<file path="config.mk">
export PLATFORM = sky130hd
export DESIGN_NAME = imem_responder_flat
export DESIGN_NICKNAME = d
export VERILOG_FILES = /design/src/rtl/imem_responder_if.sv /design/src/rtl/imem_responder.sv /design/src/flat_wrapper.sv
export SDC_FILE = /design/constraint.sdc
export NUM_CORES = 2
export LEC_CHECK = 0
export CAP_MARGIN = 20
export CORE_MARGIN = 2
export CORE_UTILIZATION = 38
export DETAILED_ROUTE_END_ITERATION = 6
export HOLD_SLACK_MARGIN = 0.06
export PLACE_DENSITY_LB_ADDON = 0.15
export SLEW_MARGIN = 5
export SYNTH_ARGS = -nofsm -noshare
export SYNTH_HDL_FRONTEND = slang
export SYNTH_SLANG_ARGS = --single-unit
</file>
<file path="constraint.sdc">
create_clock -name clk -period 4.1 [get_ports clk]
set_input_delay 0.41 -clock clk [delete_from_list [all_inputs] [get_ports clk]]
set_output_delay 0.41 -clock clk [all_outputs]
set_load 0.005 [all_outputs]
</file>
<file path="src/rtl/imem_responder_if.sv">
// Fetch-side request/response bundle between the fetch stage and imem_responder.
// master = fetch stage (initiator), slave = instruction memory responder.
interface imem_responder_if #(
  parameter int DATA_WIDTH = 32
);
  logic                  req_valid;
  logic [31:0]           req_addr;
  logic                  req_ready;
  logic                  resp_valid;
  logic [DATA_WIDTH-1:0] resp_data;
  logic                  resp_err;
  logic                  resp_ready;

  modport master (
    output req_valid, req_addr, resp_ready,
    input  req_ready, resp_valid, resp_data, resp_err
  );

  modport slave (
    input  req_valid, req_addr, resp_ready,
    output req_ready, resp_valid, resp_data, resp_err
  );
endinterface

</file>
<file path="src/rtl/imem_responder.sv">
// Single-outstanding instruction memory responder with LATENCY wait states and a preload port.
// Define IMEM_BOUNDS_CHECK_EN to flag misaligned/out-of-range fetches on resp_err and drop such loads.
module imem_responder #(
  parameter int DATA_WIDTH = 32,
  parameter int ADDR_BITS  = 6,
  parameter int LATENCY    = 1
) (
  input  logic                  clk,
  input  logic                  reset,
  imem_responder_if.slave       bus,
  input  logic                  ld_en,
  input  logic [31:0]           ld_addr,
  input  logic [DATA_WIDTH-1:0] ld_data
);
  localparam int DEPTH = 2 ** ADDR_BITS;

  typedef enum logic [1:0] {IDLE, WAIT, RESP} state_t;

  state_t                state_reg, state_next;
  logic [3:0]            cnt_reg, cnt_next;
  logic [31:0]           addr_reg;
  logic [DATA_WIDTH-1:0] resp_data_reg;
  logic [DATA_WIDTH-1:0] mem [DEPTH];

  logic                  accept;
  logic                  enter_resp;
  logic [31:0]           rd_addr;
  logic [ADDR_BITS-1:0]  rd_idx;
  logic [ADDR_BITS-1:0]  ld_idx;

  assign bus.req_ready  = (state_reg == IDLE) && !reset;
  assign bus.resp_valid = (state_reg == RESP);
  assign bus.resp_data  = resp_data_reg;
  assign accept         = bus.req_valid && bus.req_ready;

  // With zero wait states the read happens on the accept edge, so the live address is used.
  assign rd_addr = (state_reg == IDLE) ? bus.req_addr : addr_reg;
  assign rd_idx  = rd_addr[ADDR_BITS+1:2];
  assign ld_idx  = ld_addr[ADDR_BITS+1:2];

`ifdef IMEM_BOUNDS_CHECK_EN
  logic resp_err_reg;
  logic rd_bad;
  logic ld_bad;
  assign rd_bad       = (rd_addr[1:0] != 2'b00) || (rd_addr[31:ADDR_BITS+2] != '0);
  assign ld_bad       = (ld_addr[1:0] != 2'b00) || (ld_addr[31:ADDR_BITS+2] != '0);
  assign bus.resp_err = resp_err_reg;
`else
  logic unused_addr_bits;
  assign unused_addr_bits = ^{rd_addr[1:0], rd_addr[31:ADDR_BITS+2],
                              ld_addr[1:0], ld_addr[31:ADDR_BITS+2]};
  assign bus.resp_err     = 1'b0;
`endif

  always_comb begin
    state_next = state_reg;
    cnt_next   = cnt_reg;
    enter_resp = 1'b0;
    case (state_reg)
      IDLE: begin
        if (accept) begin
          if (LATENCY == 0) begin
            state_next = RESP;
            enter_resp = 1'b1;
          end else begin
            state_next = WAIT;
            cnt_next   = 4'(LATENCY);
          end
        end
      end
      WAIT: begin
        cnt_next = cnt_reg - 4'd1;
        if (cnt_reg == 4'd1) begin
          state_next = RESP;
          enter_resp = 1'b1;
        end
      end
      RESP: begin
        if (bus.resp_ready) begin
          state_next = IDLE;
        end
      end
      default: begin
        state_next = IDLE;
      end
    endcase
  end

  always_ff @(posedge clk) begin
    if (reset) begin
      state_reg <= IDLE;
      cnt_reg   <= 4'd0;
      addr_reg  <= 32'd0;
    end else begin
      state_reg <= state_next;
      cnt_reg   <= cnt_next;
      if (accept) begin
        addr_reg <= bus.req_addr;
      end
    end
  end

  // Registered read; a same-edge load to the same word lands after this sample.
  always_ff @(posedge clk) begin
    if (reset) begin
      resp_data_reg <= '0;
`ifdef IMEM_BOUNDS_CHECK_EN
      resp_err_reg  <= 1'b0;
`endif
    end else if (enter_resp) begin
`ifdef IMEM_BOUNDS_CHECK_EN
      resp_err_reg  <= rd_bad;
      resp_data_reg <= rd_bad ? '0 : mem[rd_idx];
`else
      resp_data_reg <= mem[rd_idx];
`endif
    end
  end

  // Preload port is deliberately outside reset so boot code can load while reset is held.
  always_ff @(posedge clk) begin
`ifdef IMEM_BOUNDS_CHECK_EN
    if (ld_en && !ld_bad) begin
      mem[ld_idx] <= ld_data;
    end
`else
    if (ld_en) begin
      mem[ld_idx] <= ld_data;
    end
`endif
  end
endmodule

</file>
<file path="src/flat_wrapper.sv">
// flat-port wrapper written by rule: the top's interface ports become plain ports
module imem_responder_flat 
#(
  parameter int DATA_WIDTH = 32,
  parameter int ADDR_BITS  = 6,
  parameter int LATENCY    = 1
)
  (clk, reset, ld_en, ld_addr, ld_data, bus_req_valid, bus_req_addr, bus_resp_ready, bus_req_ready, bus_resp_valid, bus_resp_data, bus_resp_err);
  imem_responder_if #(.DATA_WIDTH(DATA_WIDTH)) bus_i ();
  input  logic clk;
  input  logic reset;
  input  logic ld_en;
  input  logic [31:0] ld_addr;
  input  logic [DATA_WIDTH-1:0] ld_data;
  input wire logic [$bits(bus_i.req_valid)-1:0] bus_req_valid;
  input wire logic [$bits(bus_i.req_addr)-1:0] bus_req_addr;
  input wire logic [$bits(bus_i.resp_ready)-1:0] bus_resp_ready;
  output wire logic [$bits(bus_i.req_ready)-1:0] bus_req_ready;
  output wire logic [$bits(bus_i.resp_valid)-1:0] bus_resp_valid;
  output wire logic [$bits(bus_i.resp_data)-1:0] bus_resp_data;
  output wire logic [$bits(bus_i.resp_err)-1:0] bus_resp_err;
  assign bus_i.req_valid = bus_req_valid;
  assign bus_i.req_addr = bus_req_addr;
  assign bus_i.resp_ready = bus_resp_ready;
  assign bus_req_ready = bus_i.req_ready;
  assign bus_resp_valid = bus_i.resp_valid;
  assign bus_resp_data = bus_i.resp_data;
  assign bus_resp_err = bus_i.resp_err;
  imem_responder #(.DATA_WIDTH(DATA_WIDTH), .ADDR_BITS(ADDR_BITS), .LATENCY(LATENCY)) u_core (.clk(clk), .reset(reset), .bus(bus_i), .ld_en(ld_en), .ld_addr(ld_addr), .ld_data(ld_data));
endmodule
</file>
==> metrics.md <==
| Metric | Value |
|---|---|
| Buffers on Ports | 82 |
| CP bufs+invs | 2 |
| Cts hold-fix bufs | 12 |
| Fill cells | 19090 |
| CP Max Fanout | 36 |
| Setup_tns | 0 ns |
| Relative slew slack | 0.2819 |
| Fin util | 0.4436 |
| Worst-Margin Slew | 1.077 ns |
| Area delta synth->final | 16.07% |
| NetSw | 11.24 mW |
| CTS tree | yes |
| Cell taking the most area after synthesis | edfxtp_1 |
| Yosys top cell area share | 0.7506 |
| Vias in the first global route | 47800 |
| Worst-path clk slew | 0.06 ns |
| Power share of the clock group | 0.396 |
| Commonest cells in the netlist | edfxtp_1, nand2_1, nor2_1 |
| CP endpoint kind | register |
| Worst hold slack | 0.1725 ns |
| H-tree depth | 4 |
| Async SR Flop Fraction | 0 |
| Clk root buf | clkbuf_16 |
| PnR worst setup slack | 0.3911 ns |
| Maximum VDD drop | 0.0003555 V |
| Synth top area cells | edfxtp_1, mux2i_1, nand2_1 |
| Die ar. | 219400 µm² |
| Pwr/cell area | 489.4 nW/µm² |
| Synthesized instance count | 5465 |
| Antenna-violating nets left | 0 |
| Initial antenna violation count | 23 |
| Core footprint | 214400 µm² |
| # rows | 170 |
| Ports | 136 |
| Most numerous cell in the Yosys netlist | edfxtp_1 |
| Num CTS Buffers | 217 |
| Predominant post-synthesis flop cell | edfxtp_1 |
| Flop pwr share | 0.511 |
| Post-synth EDFFs | 2048 |
| Combinational Power Share | 0.093 |
| DP Wirelength | 142.4 mm |
| Most used cell, CP | buf_12 |
| Vias | 48820 |
| Crit Path Class | register to register |
| Post-synthesis cell type count | 67 |
| Int Pwr | 35.30 mW |
| Die Height | 468.4 µm |
| Wirelength per Cell | 28.35 µm |
| Final Critical Period | 3.709 ns |
| Post-Route WL | 247.7 mm |
| Setup Viol. Count Final | 0 |
| Final Skew | 0.02969 ns |
| Syn_nets | 5568 |
| Min-delay worst type | primary input to register |
| Syn_area_per_cell | 14.99 µm² |
| CP arrival | 4.41 ns |
| Max reg flops | 2048 |
| Drt first pass iters | 6 |
| GRT Overall Usage | 0.2231 |
| GRT overflow | 0 |
| GPL Wtd Cong | 0.7817 |
| CP max stage delay | 0.64 ns |
| DRC errors left | 0 |
| Critical path depth | 7 |
| RSZ-0062 raised after global routing | false |
| Place WS | 0.3408 ns |
| First-pass GRT wire length | 351.6 mm |
| Sw frac | 0.2415 |
| Hold Violations, Final | 0 |
| Worst Setup SP | u_core.state_reg[0] |
| 1st-iter DRT viols | 4854 |
| Clk_lat worst skew | 0.85 ns |
| Layout cell share with drive strength beyond 1 | 0.1253 |
| Cts repair resizes | 0 |
| Nets@finish | 5810 |
| Starting Density | 0.3822 |
| Cells along the critical path | or2_2 -> a21oi_4 -> buf_12 -> buf_12 -> mux4_2 -> a221oi_1 -> nor4_1 |
| R2R setup slack | 0.39 ns |
| Final Max Slew Viols | 0 |
| CP startpoint kind | register |
| Seq cells post-synth | 2092 |
| R2r endpoint | u_core.bus.resp_data[15] |
| Worst-case reg-to-reg path depth | 7 |
| Clock sink count | 2092 |
| Post-synthesis sequential area ratio | 0.7613 |
| Pin count of the biggest net entering global routing | 116 |
| Critical path endpoint | u_core.bus.resp_data[15] |
| Tcrit/Tclk final | 0.9046 |
| Req. time, crit path | 4.80 ns |
| Via density | 5.589 |
| Mapped Area | 81940 µm² |
| Setup bufs post-CTS | 0 |
| Worst r2r src | u_core.state_reg[0] |
| Synth warnings | 0 |
| Maximum clock path buffer count | 3 |
| Fmax | 0.2696 GHz |
| Outcome | completed |
| CP top delay family | compound AO/OA/AOI/OAI gates |
| Die Wd | 468.4 µm |
| Max Cap Viol | 0 |
| P_leak | 31.02 nW |
| Slowest CP cell | a221oi_1 |
## power groups by stage
stage | clock, mW | sequential, mW | combinational, mW
2_1_floorplan | 0 | 24.1 | 2.34
3_3_place_gp | 0 | 24.2 | 4.31
3_5_place_dp | 0 | 24.2 | 4.34
4_1_cts | 18.8 | 23.8 | 4.37
5_1_grt | 19.6 | 23.8 | 4.67
6_report | 18.4 | 23.8 | 4.34
## area by class of cell
cell class,instances,area (µm²),area share
Tap cell,2838,3551,0.03734
Multi-Input combinational cell,3010,18500,0.1945
Inverter,5,18.77,0.0001973
Antenna cell,7,17.52,0.0001842
Timing Repair Buffer,381,4039,0.04247
Sequential cell,2092,62380,0.6559
Clock buffer,301,5919,0.06224
Clock inverter,102,680.7,0.007157
## worst min-delay path by stage
stage                     cells past startpoint  slack, ns            endpoint          startpoint
after floorplan                               2       0.44  u_core.addr_reg[7]  u_core.addr_reg[7]
after global placement                        2       0.45  u_core.addr_reg[7]  u_core.addr_reg[7]
after detailed placement                      2       0.45  u_core.addr_reg[7]  u_core.addr_reg[7]
after CTS                                     3       0.11  u_core.addr_reg[7]     bus_req_addr[7]
after global routing                          3       0.14  u_core.addr_reg[7]     bus_req_addr[7]
final                                         3       0.17  u_core.addr_reg[7]     bus_req_addr[7]
## through the flow
stage | area [µm²] | cells | total power, mW
global placement | 88230 | 8305 | 28.53
floorplan | 81940 | 5465 | 26.49
global route | 95100 | 8732 | 47.99
finish | 95110 | 8736 | 46.54
detailed placement | 88250 | 8306 | 28.56
CTS | 94970 | 8721 | 46.93
## cells in the final DEF (no fill, tap or decap), types with 18 or more instances in the layout
cell type	instances
buf_12	88
nand3_1	149
nand4_1	147
nor2_4	66
o221ai_1	33
a221oi_1	23
edfxtp_1	2048
and3_1	21
nand2b_1	52
o211ai_1	99
a31oi_1	117
buf_4	196
a211oi_1	24
mux4_2	39
mux2i_1	346
nor2_1	351
buf_2	33
clkbuf_1	70
a21o_1	18
clkinv_1	54
a21oi_1	135
clkinv_2	29
a32oi_1	135
clkdlybuf4s50_1	48
nand2_1	891
clkbuf_16	220
nor4_1	25
o21ai_0	187
dfxtp_1	43
## kinds of logic after synthesis
logic type	share of synthesized area
adders and majority gates	0.0003054
and+or+nand+nor	0.09422
buffers and inverters	0.02135
muxes	0.05372
other	0.00004577
AOI/OAI and AO/OA	0.06904
DFF	0.7613
## worst register-to-register path, cell delays in order, from the launching register on
cell,delay [ns]
dfxtp_1,0.43
or2_2,0.56
a21oi_4,0.63
buf_12,0.37
buf_12,0.28
mux4_2,0.54
a221oi_1,0.64
nor4_1,0.13
## layer usage
layer,share of wire,vias up,wire [µm],global-route usage
met5,0.00011,-,27,0
met4,0.029,4,7137,0.06811
met3,0.058,346,14330,0.03027
met2,0.49,1557,120800,0.3745
met1,0.43,25380,105400,0.3017
li1,-,21530,-,-
(Power assumes the default switching activity.)
